--- config.mk ---
export PLATFORM = sky130hd
export DESIGN_NAME = router_sync_n
export DESIGN_NICKNAME = d
export VERILOG_FILES = /design/src/rtl/router_sync_n.sv
export SDC_FILE = /design/constraint.sdc
export NUM_CORES = 1
export LEC_CHECK = 0
export BUFFER_PORTS_ARGS = -buffer_cell sky130_fd_sc_hd__buf_2
export CORE_ASPECT_RATIO = 1.1
export CORE_MARGIN = 10
export CORE_UTILIZATION = 35
export DETAILED_ROUTE_END_ITERATION = 16
export PLACE_DENSITY_LB_ADDON = 0.25
export SYNTH_ARGS = -nofsm -noshare
export SYNTH_HDL_FRONTEND = slang
export SYNTH_SLANG_ARGS = --single-unit
export TNS_END_PERCENT = 10
--- constraint.sdc ---
create_clock -name clock -period 1.1 [get_ports clock]
set_clock_uncertainty 0.1 [all_clocks]
set_input_delay 0.22 -clock clock [delete_from_list [all_inputs] [get_ports clock]]
set_output_delay 0.22 -clock clock [all_outputs]
set_load 0.01 [all_outputs]
--- src/rtl/router_sync_n.sv ---
// Router synchroniser: latches the header destination, steers FIFO write enables and full
// status, and raises per-channel soft-reset pulses when a valid channel sits unread too long.
module router_sync_n #(
  parameter int unsigned NUM_CH  = 3,
  parameter int unsigned ADDR_W  = 2,
  parameter int unsigned TIMEOUT = 30
) (
  input  logic              clock,
  input  logic              resetn,
  input  logic              detect_add,
  input  logic [ADDR_W-1:0] data_in,
  input  logic              write_enb_reg,
  input  logic [NUM_CH-1:0] read_enb,
  input  logic [NUM_CH-1:0] empty,
  input  logic [NUM_CH-1:0] full,
  output logic [NUM_CH-1:0] vld_out,
  output logic [NUM_CH-1:0] write_enb,
  output logic              fifo_full,
  output logic [NUM_CH-1:0] soft_reset,
  output logic              addr_err
);

  localparam int unsigned     CntW   = (TIMEOUT > 1) ? $clog2(TIMEOUT) : 1;
  localparam logic [CntW-1:0] CntMax = CntW'(TIMEOUT - 1);
  // One extra bit so NUM_CH == 2**ADDR_W does not truncate to zero.
  localparam logic [ADDR_W:0] NumChW = (ADDR_W + 1)'(NUM_CH);

  logic [ADDR_W-1:0] addr_q;
  logic              addr_vld_q;
  logic              addr_err_q;
  logic [ADDR_W-1:0] sel;
  logic              din_legal;
  logic              sel_vld;
  logic [NUM_CH-1:0] sel_oh;
  logic [NUM_CH-1:0] idle;
  logic [NUM_CH-1:0] soft_reset_d, soft_reset_q;
  logic [CntW-1:0]   cnt_d [NUM_CH];
  logic [CntW-1:0]   cnt_q [NUM_CH];

  assign din_legal = ({1'b0, data_in} < NumChW);

  // Header cycle bypasses the register so a concurrent write is routed immediately.
  always_comb begin
    sel     = addr_q;
    sel_vld = addr_vld_q;
    if (detect_add) begin
      sel     = data_in;
      sel_vld = din_legal;
    end
  end

  always_comb begin
    sel_oh = '0;
    for (int i = 0; i < NUM_CH; i++) begin
      sel_oh[i] = sel_vld && (sel == ADDR_W'(i));
    end
  end

  assign write_enb  = write_enb_reg ? sel_oh : '0;
  assign fifo_full  = |(full & sel_oh);
  assign vld_out    = ~empty;
  assign idle       = vld_out & ~read_enb;
  assign soft_reset = soft_reset_q;
  assign addr_err   = addr_err_q;

  always_ff @(posedge clock or negedge resetn) begin
    if (!resetn) begin
      addr_q     <= '0;
      addr_vld_q <= 1'b0;
      addr_err_q <= 1'b0;
    end else begin
      addr_err_q <= detect_add && !din_legal;
      if (detect_add) begin
        addr_q     <= data_in;
        addr_vld_q <= din_legal;
      end
    end
  end

  always_comb begin
    soft_reset_d = '0;
    for (int i = 0; i < NUM_CH; i++) begin
      cnt_d[i] = '0;
      if (idle[i]) begin
        if (cnt_q[i] == CntMax) begin
          soft_reset_d[i] = 1'b1;
        end else begin
          cnt_d[i] = cnt_q[i] + 1'b1;
        end
      end
    end
  end

  always_ff @(posedge clock or negedge resetn) begin
    if (!resetn) begin
      soft_reset_q <= '0;
      for (int i = 0; i < NUM_CH; i++) begin
        cnt_q[i] <= '0;
      end
    end else begin
      soft_reset_q <= soft_reset_d;
      for (int i = 0; i < NUM_CH; i++) begin
        cnt_q[i] <= cnt_d[i];
      end
    end
  end

endmodule

# [Word-level counts from Yosys, hierarchy flattened]
# Cells that the tools add are included.
[op_classes] add_sub_neg=3 order_cmp=1 n_eq_ne=5 n_mux=15 bitwise=4 reduce_logical=7
[op_table] op="5-bit two-way mux" n=6
[op_table] op="5-bit by 1-bit adder with 5-bit output, second input constant" n=3
[op_table] op="5-bit equality test, second input constant" n=3
[op_table] op="1-bit two-way mux" n=7
[op_table] op="3-bit AND" n=2
[op_table] op="3-bit NOT" n=2
[op_table] op="1-bit logical AND" n=4
[op_table] op="3-bit two-way mux" n=1
[op_table] op="3-bit OR reduction" n=1
[op_table] op="2-bit by 1-bit equality test with 1-bit output, second input constant" n=1
[op_table] op="2-bit equality test, second input constant" n=1
[op_table] op="2-bit logical NOT" n=1
[op_table] op="2-bit less-than comparator, second input constant" n=1
[op_table] op="2-bit two-way mux" n=1
[op_table] op="1-bit logical NOT" n=1
[totals] register_bits=22 inputBits=15 out_inout_bits=11 word_cells=42

# [Longest topological paths before layout]
[depth] ltp_word=5 depth_mapped=5 mapped_depth_nobuf=5

# [Worst setup path after synthesis]
# Ideal clock, no wire load.
[synth_timing] path_kind="flip-flop to output port" start="register addr_q[1]" end="output port fifo_full" arrival_ps=1011 slack_ps=-231 path_stages_with_launch=4 path_cell_list="dfrtp_1 mux2i_2 mux2i_1 a211oi_2"
[synth_between] elab_chain_len=5
[synth_rtl] element="start, declared" line_no="28" source="logic [ADDR_W-1:0] addr_q;"
[synth_rtl] element="start signal, assigned" line_no="74" source="addr_q <= data_in;"
[synth_rtl] element="2-bit two-way mux (*)"
[synth_rtl] element="2-bit by 1-bit equality test with 1-bit output, or another cell as far along" line_no="55" source="sel_oh[i] = sel_vld && (sel == ADDR_W'(i));"
[synth_rtl] element="1-bit logical AND" line_no="55"
[synth_rtl] element="3-bit AND (*)" line_no="60" source="assign fifo_full = |(full & sel_oh);"
[synth_rtl] element="3-bit OR reduction (*)" line_no="60"
[synth_rtl] element="end, declared" line_no="18" source="output logic fifo_full,"
# Mark *: on every way between the ends. The rest lies on a longest branch, timed or not.

# [Worst setup path after layout]
# Same ends and word-level chain as after synthesis.

==> metrics.md <==
| Metric | Value |
|---|---|
| Initial DRC count | 11 |
| Ys Warns | 0 |
| Max Fanout on Critical Path | 4 |
| CTS H-Tree Depth | 1 |
| Global-route wire length before repair | 3.57 mm |
| Cell internal pwr | 1.31 mW |
| Sequential element share of the synthesized area | 56.1% |
| CP endpoint kind | output pin |
| Non-filler cells, final | 170 |
| Failing checks | setup timing |
| Dpl ws | -0.440 ns |
| Min cycle time layout | 1.73 ns |
| Final wirelength | 1.98 mm |
| DR pass1 iterations | 4 |
| Sw frac | 21.6% |
| Initial Util | 36.0% |
| Area Growth Syn to Fin | 39.3% |
| Worst setup SP type | flop |
| Register bit total from synthesis | 22 |
| Count of different cell masters after synthesis | 18 |
| GPL Wtd Cong | 0.838 |
| # rows | 20 |
| Critical path arrival | 1.41 ns |
| Setup CP Type | reg -> out |
| Final worst slack | -0.628 ns |
| DRT antenna net count | 0 |
| Total number of vias | 774 |
| Root Buffer Master | clkbuf_4 |
| Most frequent cells in the layout | buf_2, dfrtp_1, nor2_1 |
| Pleak | about 0.68 nW |
| Sequential share of power | 50.6% |
| Worst rel slew slack | 68.8% |
| Slowest stage cell, crit path | dfrtp_1 |
| Cells along the critical path | mux2i_4 > mux2i_1 > a211oi_2 > buf_2 |
| Syn Inst Count | 93 |
| Layout cells sized above 1 | 35.0% |
| Max Slew Vio Count | 0 |
| Comb pwr share | 13.2% |
| Mean Syn Cell Area | 10.5 µm² |
| DIE WIDTH | 70.5 µm |
| Largest net degree at the start of global routing | 23 |
| Core area | 2730 µm² |
| Final setup viols | 23 |
| Crit share post-route | 157% |
| Initial antenna violation count | 0 |
| Hold slack | ~0.13 ns |
| Syn Nets | 114 |
| Net Switching | 0.362 mW |
| Unrepaired setup endpoints after global routing | yes |
| WL per Instance | 11.6 µm |
| Dpl cells | about 160 |
| Fillers | 250 |
| Power Density | 1220 nW/µm² |
| Fin. Hold Viols | 0 |
| Die height | ~76 µm |
| Max Clk Rate | between 500 and 600 MHz |
| Max-cap violations | 0 |
| Clock Pin Slew Worst Setup and Hold Paths | 0.12 ns |
| DR vias/cell | 4.55 |
| Post-DP HPWL | between 1.5 and 2 mm |
| Tot Pwr | roughly 1.7 mW |
| Worst-Skew Late Latency | approximately 0.30 ns |
| Overall routing resource usage | 8.06% |
| Commonest non-fill, non-tap cell in the layout | buf_2 |
| Outcome | finished, violations left |
| Total gr overflow | 0 |
| PortBufs | 25 |
| Worst slew pin tran | 0.468 ns |
| CTS Buf Count | 3 |
| Crit-path max cell delay | roughly 0.4 ns |
| Clock power frac | a little over a third |
| CTS tree | built |
| # clock sinks | 22 |
| CP required | 0.78 ns |
| Die area | 5320 µm² |
| Fin nets | 159 |
| Syn Std Cell Area | 981 µm² |
| I/O pin cnt | 26 |
| Worst min path class | in -> reg |
| Clk buf depth | 2 |
| Number of global-route vias before repair | roughly 860 |
| Remaining DRCs | 0 |
| Worst VDD drop | approximately 790 µV |
| Ant. Diodes | 0 |
-- final cells by class --
type	instances	area [µm²]	area share [%]
Sequential cell	22	551	40.3
Multi-Input combinational cell	62	433	31.7
Timing Repair Buffer	40	255	18.7
Tap cell	33	41.3	3.02
Inverter	9	33.8	2.47
Clock inverter	1	30.0	2.20
Clock buffer	3	22.5	1.65
-- critical path: cells and delay by family (launching register included) --
kind / cells / cell delay [ns]
AOI/OAI and AO/OA: 1 / 0.09
buffers and inverters: 1 / 0.15
DFF: 1 / 0.41
muxes: 2 / 0.46
-- power groups by stage --
stage | clock, mW | combinational (mW) | sequential, mW
floorplan | 0 | 0.0848 | 0.861
CTS | 0.618 | 0.222 | 0.847
finish | 0.605 | 0.221 | 0.847
global placement | 0 | 0.185 | 0.861
global route | 0.652 | 0.252 | 0.850
detailed placement | 0 | 0.189 | 0.862
-- Yosys cell counts --
library cell / number / area (µm²)
dfrtp_1: 22 / 551
a211oi_2: 1 / 12.5
mux2i_2: 1 / 13.8
a21oi_1: 2 / 10.0
mux2i_1: 2 / 20.0
nor3_1: 4 / 20.0
nor2b_1: 1 / 6.26
inv_1: 9 / 33.8
nand4_1: 3 / 18.8
nand2_1: 4 / 15.0
and3_1: 1 / 6.26
nor3b_1: 1 / 7.51
xnor2_1: 3 / 26.3
xor2_1: 6 / 52.6
nor2_1: 20 / 75.1
nand3_1: 6 / 30.0
ha_1: 6 / 75.1
o21bai_1: 1 / 7.51
-- what timing repair did --
action / CTS / global route
gates resized for setup: 6 / 2
pin swaps: 2 / 0
setup endpoints to repair: 23 / 27
hold buffers: 7 / 0
setup buffers: 2 / 0
hold endpoints to repair: 25 / 0
-- through the flow --
step	setup TNS, ns	util (%)	instance area (µm²)
2_1_floorplan	-0.419	-	993
5_1_grt	-4.94	50.1	1370
4_1_cts	-2.92	49.8	1360
3_3_place_gp	-1.70	44.2	1200
3_5_place_dp	-1.92	44.2	1200
6_report	-2.77	50.1	1370
-- flip-flops by register name, summed over array words and instances (netlist names) --
| register | count |
|---|---|
| cnt_q | 15 |
| soft_reset | 3 |
| addr_q | 2 |
| addr_err | 1 |
| addr_vld_q | 1 |
-- worst paths after layout --
check                               startpoint                  end  slack, ns  cells after the start
setup / recovery           addr_q[1]$_DFF_PN0_            fifo_full      -0.63                      4
hold / removal                        empty[2]   cnt_q[1]$_DFF_PN0_       0.13                      4
setup reg to reg            cnt_q[1]$_DFF_PN0_   cnt_q[4]$_DFF_PN0_      -0.04                      5
hold reg to reg             cnt_q[9]$_DFF_PN0_   cnt_q[9]$_DFF_PN0_       0.46                      2
max in group asynchronous               resetn   cnt_q[9]$_DFF_PN0_       0.29                      2
min in group asynchronous               resetn  cnt_q[11]$_DFF_PN0_       0.29                      2
-- cells by family after synthesis --
family,share of synthesized area (%)
xor+xnor,8.04
buf+inv,3.44
mux,3.44
fa+ha+maj,7.65
compound gates,3.06
simple gates,18.2
flops,56.1
-- per-layer routing --
metal  vias to the layer above  global-route usage, %  wire, µm
met2                        21                   14.7      1010
li1                        388                      -         -
met3                         4                   2.08       131
met4                         0                   3.73        28
met1                       361                   8.64       811
met5                         -                      0         0
Power figures use the tool's default switching activity.
